File: src/rtl/obstacle_engine.sv
// Obstacle mover and collision detector: slides one obstacle across the play field per frame
// at a level-dependent speed, counts completed passes and pulses hit on player overlap.
module obstacle_engine #(
  parameter int unsigned MAX_X    = 695,
  parameter int unsigned OBJ_W    = 20,
  parameter int unsigned OBJ_Y    = 400,
  parameter int unsigned OBJ_H    = 40,
  parameter int unsigned PLAYER_X = 100,
  parameter int unsigned PLAYER_W = 20,
  parameter int unsigned PLAYER_H = 40
) (
  input  logic        clk,
  input  logic        reset,
  input  logic        frame_tick,
  input  logic        start,
  input  logic        shapes [30:0],
  input  logic [9:0]  player_y,
  output logic [10:0] obj_count,
  output logic        hit,
  output logic [7:0]  passes,
  output logic        running
);

  typedef enum logic [1:0] {StWait, StRun, StWrap, StHit} state_e;

  localparam logic [11:0] XHi      = 12'(PLAYER_X + PLAYER_W);
  localparam logic [11:0] XLo      = 12'(PLAYER_X);
  localparam logic [11:0] YHi      = 12'(OBJ_Y + OBJ_H);
  localparam logic [11:0] YLo      = 12'(OBJ_Y);
  localparam logic [11:0] ObjW12   = 12'(OBJ_W);
  localparam logic [11:0] PlayerH  = 12'(PLAYER_H);
  localparam logic [11:0] MaxX12   = 12'(MAX_X);
  localparam logic [10:0] MaxX11   = 11'(MAX_X);

  state_e      state_q;
  logic [10:0] obj_q;
  logic        hit_q;
  logic [7:0]  passes_q;
  logic        running_q;

  logic [11:0] obj_x;
  logic [11:0] obj_r;
  logic [11:0] py_top;
  logic [11:0] py_bot;
  logic [11:0] speed;
  logic [11:0] next_x;
  logic        overlap;
  logic        unused_shapes;

  always_comb begin
    obj_x   = {1'b0, obj_q};
    obj_r   = obj_x + ObjW12;
    py_top  = {2'b00, player_y};
    py_bot  = py_top + PlayerH;
    overlap = (obj_x < XHi) && (obj_r > XLo) && (py_top < YHi) && (py_bot > YLo);
    // Bits above [1] select levels that share the base speed.
    speed   = shapes[1] ? 12'd4 : 12'd2;
    next_x  = obj_x + speed;
  end

  always_comb begin
    unused_shapes = 1'b0;
    for (int i = 2; i < 31; i++) begin
      unused_shapes = unused_shapes ^ shapes[i];
    end
  end

  always_ff @(posedge clk or negedge reset) begin
    if (!reset) begin
      state_q   <= StWait;
      obj_q     <= '0;
      hit_q     <= 1'b0;
      passes_q  <= '0;
      running_q <= 1'b0;
    end else begin
      hit_q <= 1'b0;
      case (state_q)
        StWait: begin
          obj_q <= '0;
          if (start) begin
            state_q   <= StRun;
            passes_q  <= '0;
            running_q <= 1'b1;
          end
        end
        StRun: begin
          if (overlap) begin
            state_q   <= StHit;
            hit_q     <= 1'b1;
            running_q <= 1'b0;
          end else if (frame_tick) begin
            // Clamp so the end position is always presented exactly once per pass.
            if (next_x >= MaxX12) begin
              obj_q   <= MaxX11;
              state_q <= StWrap;
            end else begin
              obj_q <= next_x[10:0];
            end
          end
        end
        StWrap: begin
          obj_q   <= '0;
          state_q <= StRun;
          if (passes_q != 8'hFF) begin
            passes_q <= passes_q + 8'd1;
          end
        end
        StHit: begin
          obj_q   <= '0;
          state_q <= StWait;
        end
        default: begin
          state_q   <= StWait;
          obj_q     <= '0;
          running_q <= 1'b0;
        end
      endcase
    end
  end

  assign obj_count = obj_q;
  assign hit       = hit_q;
  assign passes    = passes_q;
  assign running   = running_q;

endmodule

File: config.mk
export PLATFORM = sky130hd
export DESIGN_NAME = obstacle_engine
export DESIGN_NICKNAME = d
export VERILOG_FILES = /design/src/rtl/obstacle_engine.sv
export SDC_FILE = /design/constraint.sdc
export NUM_CORES = 1
export LEC_CHECK = 0
export ABC_AREA = 1
export BUFFER_PORTS_ARGS = -buffer_cell sky130_fd_sc_hd__buf_2
export CORE_UTILIZATION = 35
export CTS_CLUSTER_DIAMETER = 100
export DETAILED_ROUTE_END_ITERATION = 8
export GPL_TIMING_DRIVEN = 0
export SLEW_MARGIN = 20
export SYNTH_ARGS = -nofsm -noshare
export SYNTH_HDL_FRONTEND = slang
export SYNTH_SLANG_ARGS = --single-unit
export TNS_END_PERCENT = 10
File: constraint.sdc
create_clock -name clk -period 2.2 [get_ports clk]
set_input_delay 0.44 -clock clk [delete_from_list [all_inputs] [get_ports clk]]
set_output_delay 0.44 -clock clk [all_outputs]
set_load 0.03 [all_outputs]
Yosys cells after proc, flatten, opt, wreduce, memory -nomap -nowiden
Index checks and enable logic that the tools add are counted.
{"block": "totals", "ff_bits": 23, "elab_cells": 54, "output_inout_bits": 21}
{"block": "op_classes", "eq_ne": 11, "n_lt_le_gt_ge": 5, "n_mux": 18, "n_reduce_logical": 11, "add_sub_neg": 4}
{"op": "two-way mux 11 bit", "n": 3}
{"op": "one-hot mux 11 bit (2 select lines)", "n": 1}
{"op": "two-way mux 8 bit", "n": 2}
{"op": "one-hot mux 8 bit (2 select lines)", "n": 1}
{"op": "adder 11 x 3 -> 12 bit", "n": 1}
{"op": "adder 11 x 5 -> 12 bit (second input constant)", "n": 1}
{"op": ">= comparator 12 x 10 -> 1 bit (second input constant)", "n": 1}
{"op": "greater-than comparator 12 x 7 -> 1 bit (second input constant)", "n": 1}
{"op": "adder 10 x 6 -> 11 bit (second input constant)", "n": 1}
{"op": "greater-than comparator 11 x 9 -> 1 bit (second input constant)", "n": 1}
{"op": "less-than comparator 11 x 7 -> 1 bit (second input constant)", "n": 1}
{"op": "less-than comparator 10 x 9 -> 1 bit (second input constant)", "n": 1}
{"op": "inequality test 2 bit (second input constant)", "n": 5}
{"op": "AND reduction 3 bit", "n": 3}
{"op": "adder 8 x 1 -> 8 bit (second input constant)", "n": 1}
{"op": "two-way mux 2 bit", "n": 4}
{"op": "inequality test 8 bit (second input constant)", "n": 1}
{"op": "one-hot mux 2 bit (4 select lines)", "n": 1}
{"op": "inequality test 3 bit (second input constant)", "n": 2}
{"op": "== test 2 bit (second input constant)", "n": 2}
{"op": "two-way mux 1 bit", "n": 4}
{"op": "nonzero test 2 bit", "n": 2}
{"op": "logical AND 1 bit", "n": 3}
{"op": "two-way mux 3 bit", "n": 1}
{"op": "other kinds (5)", "n": 5}

Depth between registers and ports, before layout
{"block": "logic_depth", "ltp_word": 7, "mapped_depth": 18}

Least setup slack after synthesis
Ideal clock, no wire load.
{"block": "synth_path", "path_kind": "flip-flop to flip-flop", "startpoint": "register obj_q[1] (netlist: obj_count[1])", "endpoint": "register state_q[0]", "t_required_ns": 2.083, "n_path_buf": 0, "arrival_time_ns": 2.068, "slack_ns": 0.015, "stages_incl_launch_ff": 18, "path_cell_list": "dfrtp_1 ha_1 inv_1 fa_1 inv_1 nand3_1 nand2_1 nand2_1 nor2_1 nand2_1 nand2_1 nand2_1 nand2_2 nand2_4 nand2_2 nand2_2 nand2_1 nand2_1"}
{"block": "synth_between", "elab_chain_len": 7, "word_cells_on_any_way": 13, "cone_classes": "add/sub: 2; order compare: 3; eq/ne: 2; mux: 2; reduce/logical: 4"}
{"item": "from (decl)", "line": "36", "source": "logic [10:0] obj_q;"}
{"item": "from (signal assigned)", "line": "94", "source": "obj_q <= MaxX11;"}
{"item": "from (signal assigned)", "line": "97", "source": "obj_q <= next_x[10:0];"}
{"item": "adder 11 x 5 -> 12 bit", "line": "52", "source": "obj_r = obj_x + ObjW12;"}
{"item": "greater-than comparator 12 x 7 -> 1 bit", "line": "55", "source": "overlap = (obj_x < XHi) && (obj_r > XLo) && (py_top < YHi) && (py_bot > YLo);"}
{"item": "logical AND 1 bit (3 in series)", "line": "55"}
{"item": "two-way mux 2 bit or inequality test 3 bit (tied branches)"}
{"item": "one-hot mux 2 bit (4 select lines) or AND reduction 3 bit (tied branches)"}
{"item": "to (signal assigned)", "line": "81", "source": "state_q <= StRun;"}
{"item": "to (signal assigned)", "line": "88", "source": "state_q <= StHit;"}
{"item": "to (signal assigned)", "line": "95", "source": "state_q <= StWrap;"}
{"item": "to (decl)", "line": "35", "source": "state_e state_q;"}
Parallel ways exist; a longest one is shown, timed or not.
A chain may end at the register's enable or synchronous reset.

Final worst setup path
{"block": "layout_path", "startpoint": "register obj_q[1] (netlist: obj_count[1])", "endpoint": "register obj_q[7] (netlist: obj_count[7])"}
{"block": "layout_between", "elab_chain_len": 7, "word_cells_on_any_way": 14, "cone_classes": "add/sub: 2; order compare: 3; eq/ne: 1; mux: 4; reduce/logical: 4"}
{"item": "parallel branches: the longest is 7 deep, another holds adder 11 x 3 -> 12 bit"}
Several ways; the timed one is not identified. The select of a mux whose other input is x is not followed.

==> qor.yml <==
cts_buffers: 3
finalHoldViolations: 0
start_util_pct: 37.2
final_common_cell: "nand2_1"
path_class: "reg2reg"
peakVddDrop_mv: 0.263
layout.nets: 338
timing.fmax_mhz: 474
critPathArrivalTime_ps: 2280
synth_area_per_cell_um2: 6.80
diodes: 0
wire_per_inst_um: 10.5
crit_fanout: 4
drive_gt1_share_pct: 23.1
leakage_nw: 1.10
synth.distinct_cells: 24
portBuffers: 35
grt-ovfl-total: 0
dr.pass1.iters: 6
outcome: "finished with violations"
post-place-ws_ps: -240
r2r_slack_ps: 90
violations: "design-rule violations"
synthCells: 243
holdWs_ps: 136
ff2ff_path_depth: 11
pwr-share-comb_pct: 43.5
pwr-share-clk_pct: 19.6
coreArea_mm2: 0.00444
p_switching_mw: 0.607
design.die.area_mm2: 0.00500
powerDensity_mw_per_mm2: 705
switching_share_pct: 43.5
dp_hpwl_um: 2710
mostFrequentLayoutCells: "nand2_1, inv_1, buf_2"
fin_crit_sh_pct: 95.9
cp.required_ps: 2370
antenna_left: 0
rr_endpoint: "obj_count[7]"
syn2layout_area_growth_pct: 19.8
clkSlewWorstSetupHoldPaths_ps: 90
yosys_warnings: 0
cts_buffer_depth: 2
grt_first_pass_wirelength_um: 5890
io_pins: 66
rows: 24
drcViolationCount: 2
syn_area_mm2: 0.00165
seqPwrFrac_pct: 36.9
die_x_um: 70.7
clockRootBuffer: "clkbuf_8"
end_kind: "register"
final_cell_count_no_fill: 338
power_mw: 1.40
ys_seq_area_share_pct: 34.8
dr.first_iter.drc_count: 87
min_path_type: "in2async"
clkLatencyLatePin_ps: 270
maxCapViolations: 0
worstSetupStartpointType: "register"
final.setup_skew_ps: 3.59
gp_congestion: 0.827
antenna_found_initial: 0
fp.dieH_um: 70.7
rsz0062_at_grt: "true"
wirelength_um: 3540
vias_per_cell: 4.59
fin_crit_ps: 2110
vias: 1553
fin_area_mm2: 0.00198
setup_viol: 0
place_inst: 330
first_global_vias: 1335
postPlaceCellArea_mm2: 0.00189
setup_slack_ps: 90.4
slew_viol_final: 0
clock-sinks: 23
synth.ff_latch_count: 23
worst_pin_slew_ps: 531
grt_use_total_pct: 14.5
cts_tree: "built"
intPower_mw: 0.789
max_slew_margin_pct: 64.6
grt_max_degree: 24
syn_nets: 294
htreeDepth: 1
r2r-start: "obj_count[1]"
==> cells by family after synthesis <==
| logic type | after synthesis | share of synthesized area, % |
|---|---|---|
| AOI/OAI and AO/OA | 25 | 8.48 |
| adders and majority gates | 6 | 5.00 |
| and+or+nand+nor | 140 | 38.8 |
| xor gates and xnor gates | 6 | 3.18 |
| DFF | 23 | 34.8 |
| buffers and inverters | 43 | 9.77 |
==> repair_timing <==
action	in CTS	in global routing
resized for setup	0	6
endpoints found under the setup margin	0	10
endpoints found under the hold margin	0	0
hold buffers	0	0
buffers inserted	0	3
==> metal layers <==
metal	global-route usage (%)	vias up	share of wire, %
met4	4.67	0	1.1
met2	23.1	30	42
li1	-	841	-
met3	1.42	2	3.1
met5	0	-	0
met1	20.8	680	53
==> Yosys cell counts (all sizes together) <==
| library cell | count | area, µm² |
|---|---|---|
| fa | 1 | 20.0 |
| o22ai | 1 | 6.26 |
| nor2 | 29 | 134 |
| inv | 43 | 161 |
| nand3 | 20 | 100 |
| o31ai | 1 | 7.51 |
| xor2 | 6 | 52.6 |
| nor3 | 6 | 40.0 |
| ha | 5 | 62.6 |
| dfrtp | 23 | 576 |
| o21ai | 15 | 86.3 |
| a21oi | 8 | 40.0 |
| nand2 | 80 | 328 |
| nand3b | 3 | 26.3 |
| nand4 | 2 | 12.5 |
==> worst max-delay path: stages, from the launching register on <==
cell and delay (ps):
dfrtp_1 380, ha_2 190, inv_2 40, fa_2 410, nor2_2 140, nand2_1 70, xor2_1 150, nand4_1 260
nand2_2 200, nand2_1 60, nand2_1 60, nand2_1 50
==> area by class of cell <==
| class | count | area (µm²) |
|---|---|---|
| multi-input combinational | 178 | 935 |
| clock buffer | 3 | 41.3 |
| tap | 52 | 65.1 |
| timing repair buffer | 38 | 198 |
| clock inverter | 1 | 5.00 |
| fill | 463 | 2460 |
| sequential | 23 | 576 |
| inverter | 43 | 161 |
==> stage by stage <==
stage | TNS, ps | utilization (%)
finish | 0 | 44.6
detailed placement | -1830 | 42.6
global route | -423 | 44.6
floorplan | 0 | -
CTS | 0 | 43.6
global placement | -1700 | 42.6
==> state kept, by name (all words and copies together), names as in the netlist <==
name and flops:
obj_count 11, passes 8, hit 1, state_q 2
running 1
==> how the worst max path moves through the flow <==
| stage | from | end | slack [ps] | cells past startpoint |
|---|---|---|---|---|
| 2_1_floorplan | obj_count[1] | state_q[0] | 10 | 17 |
| 3_3_place_gp | shapes[1] | state_q[0] | -220 | 13 |
| 3_5_place_dp | shapes[1] | state_q[0] | -240 | 19 |
| 4_1_cts | obj_count[1] | state_q[0] | 6 | 17 |
| 5_1_grt | obj_count[1] | state_q[0] | -70 | 17 |
| 6_report | obj_count[1] | obj_count[7] | 90 | 11 |
==> power groups by stage <==
stage / combinational, mW / sequential [mW] / clock, mW
floorplan: 0.387 / 0.566 / 0
global placement: 0.572 / 0.524 / 0
detailed placement: 0.576 / 0.526 / 0
global route: 0.703 / 0.522 / 0.298
finish: 0.607 / 0.515 / 0.274
CTS: 0.579 / 0.517 / 0.280
Power figures use the tool's default switching activity.
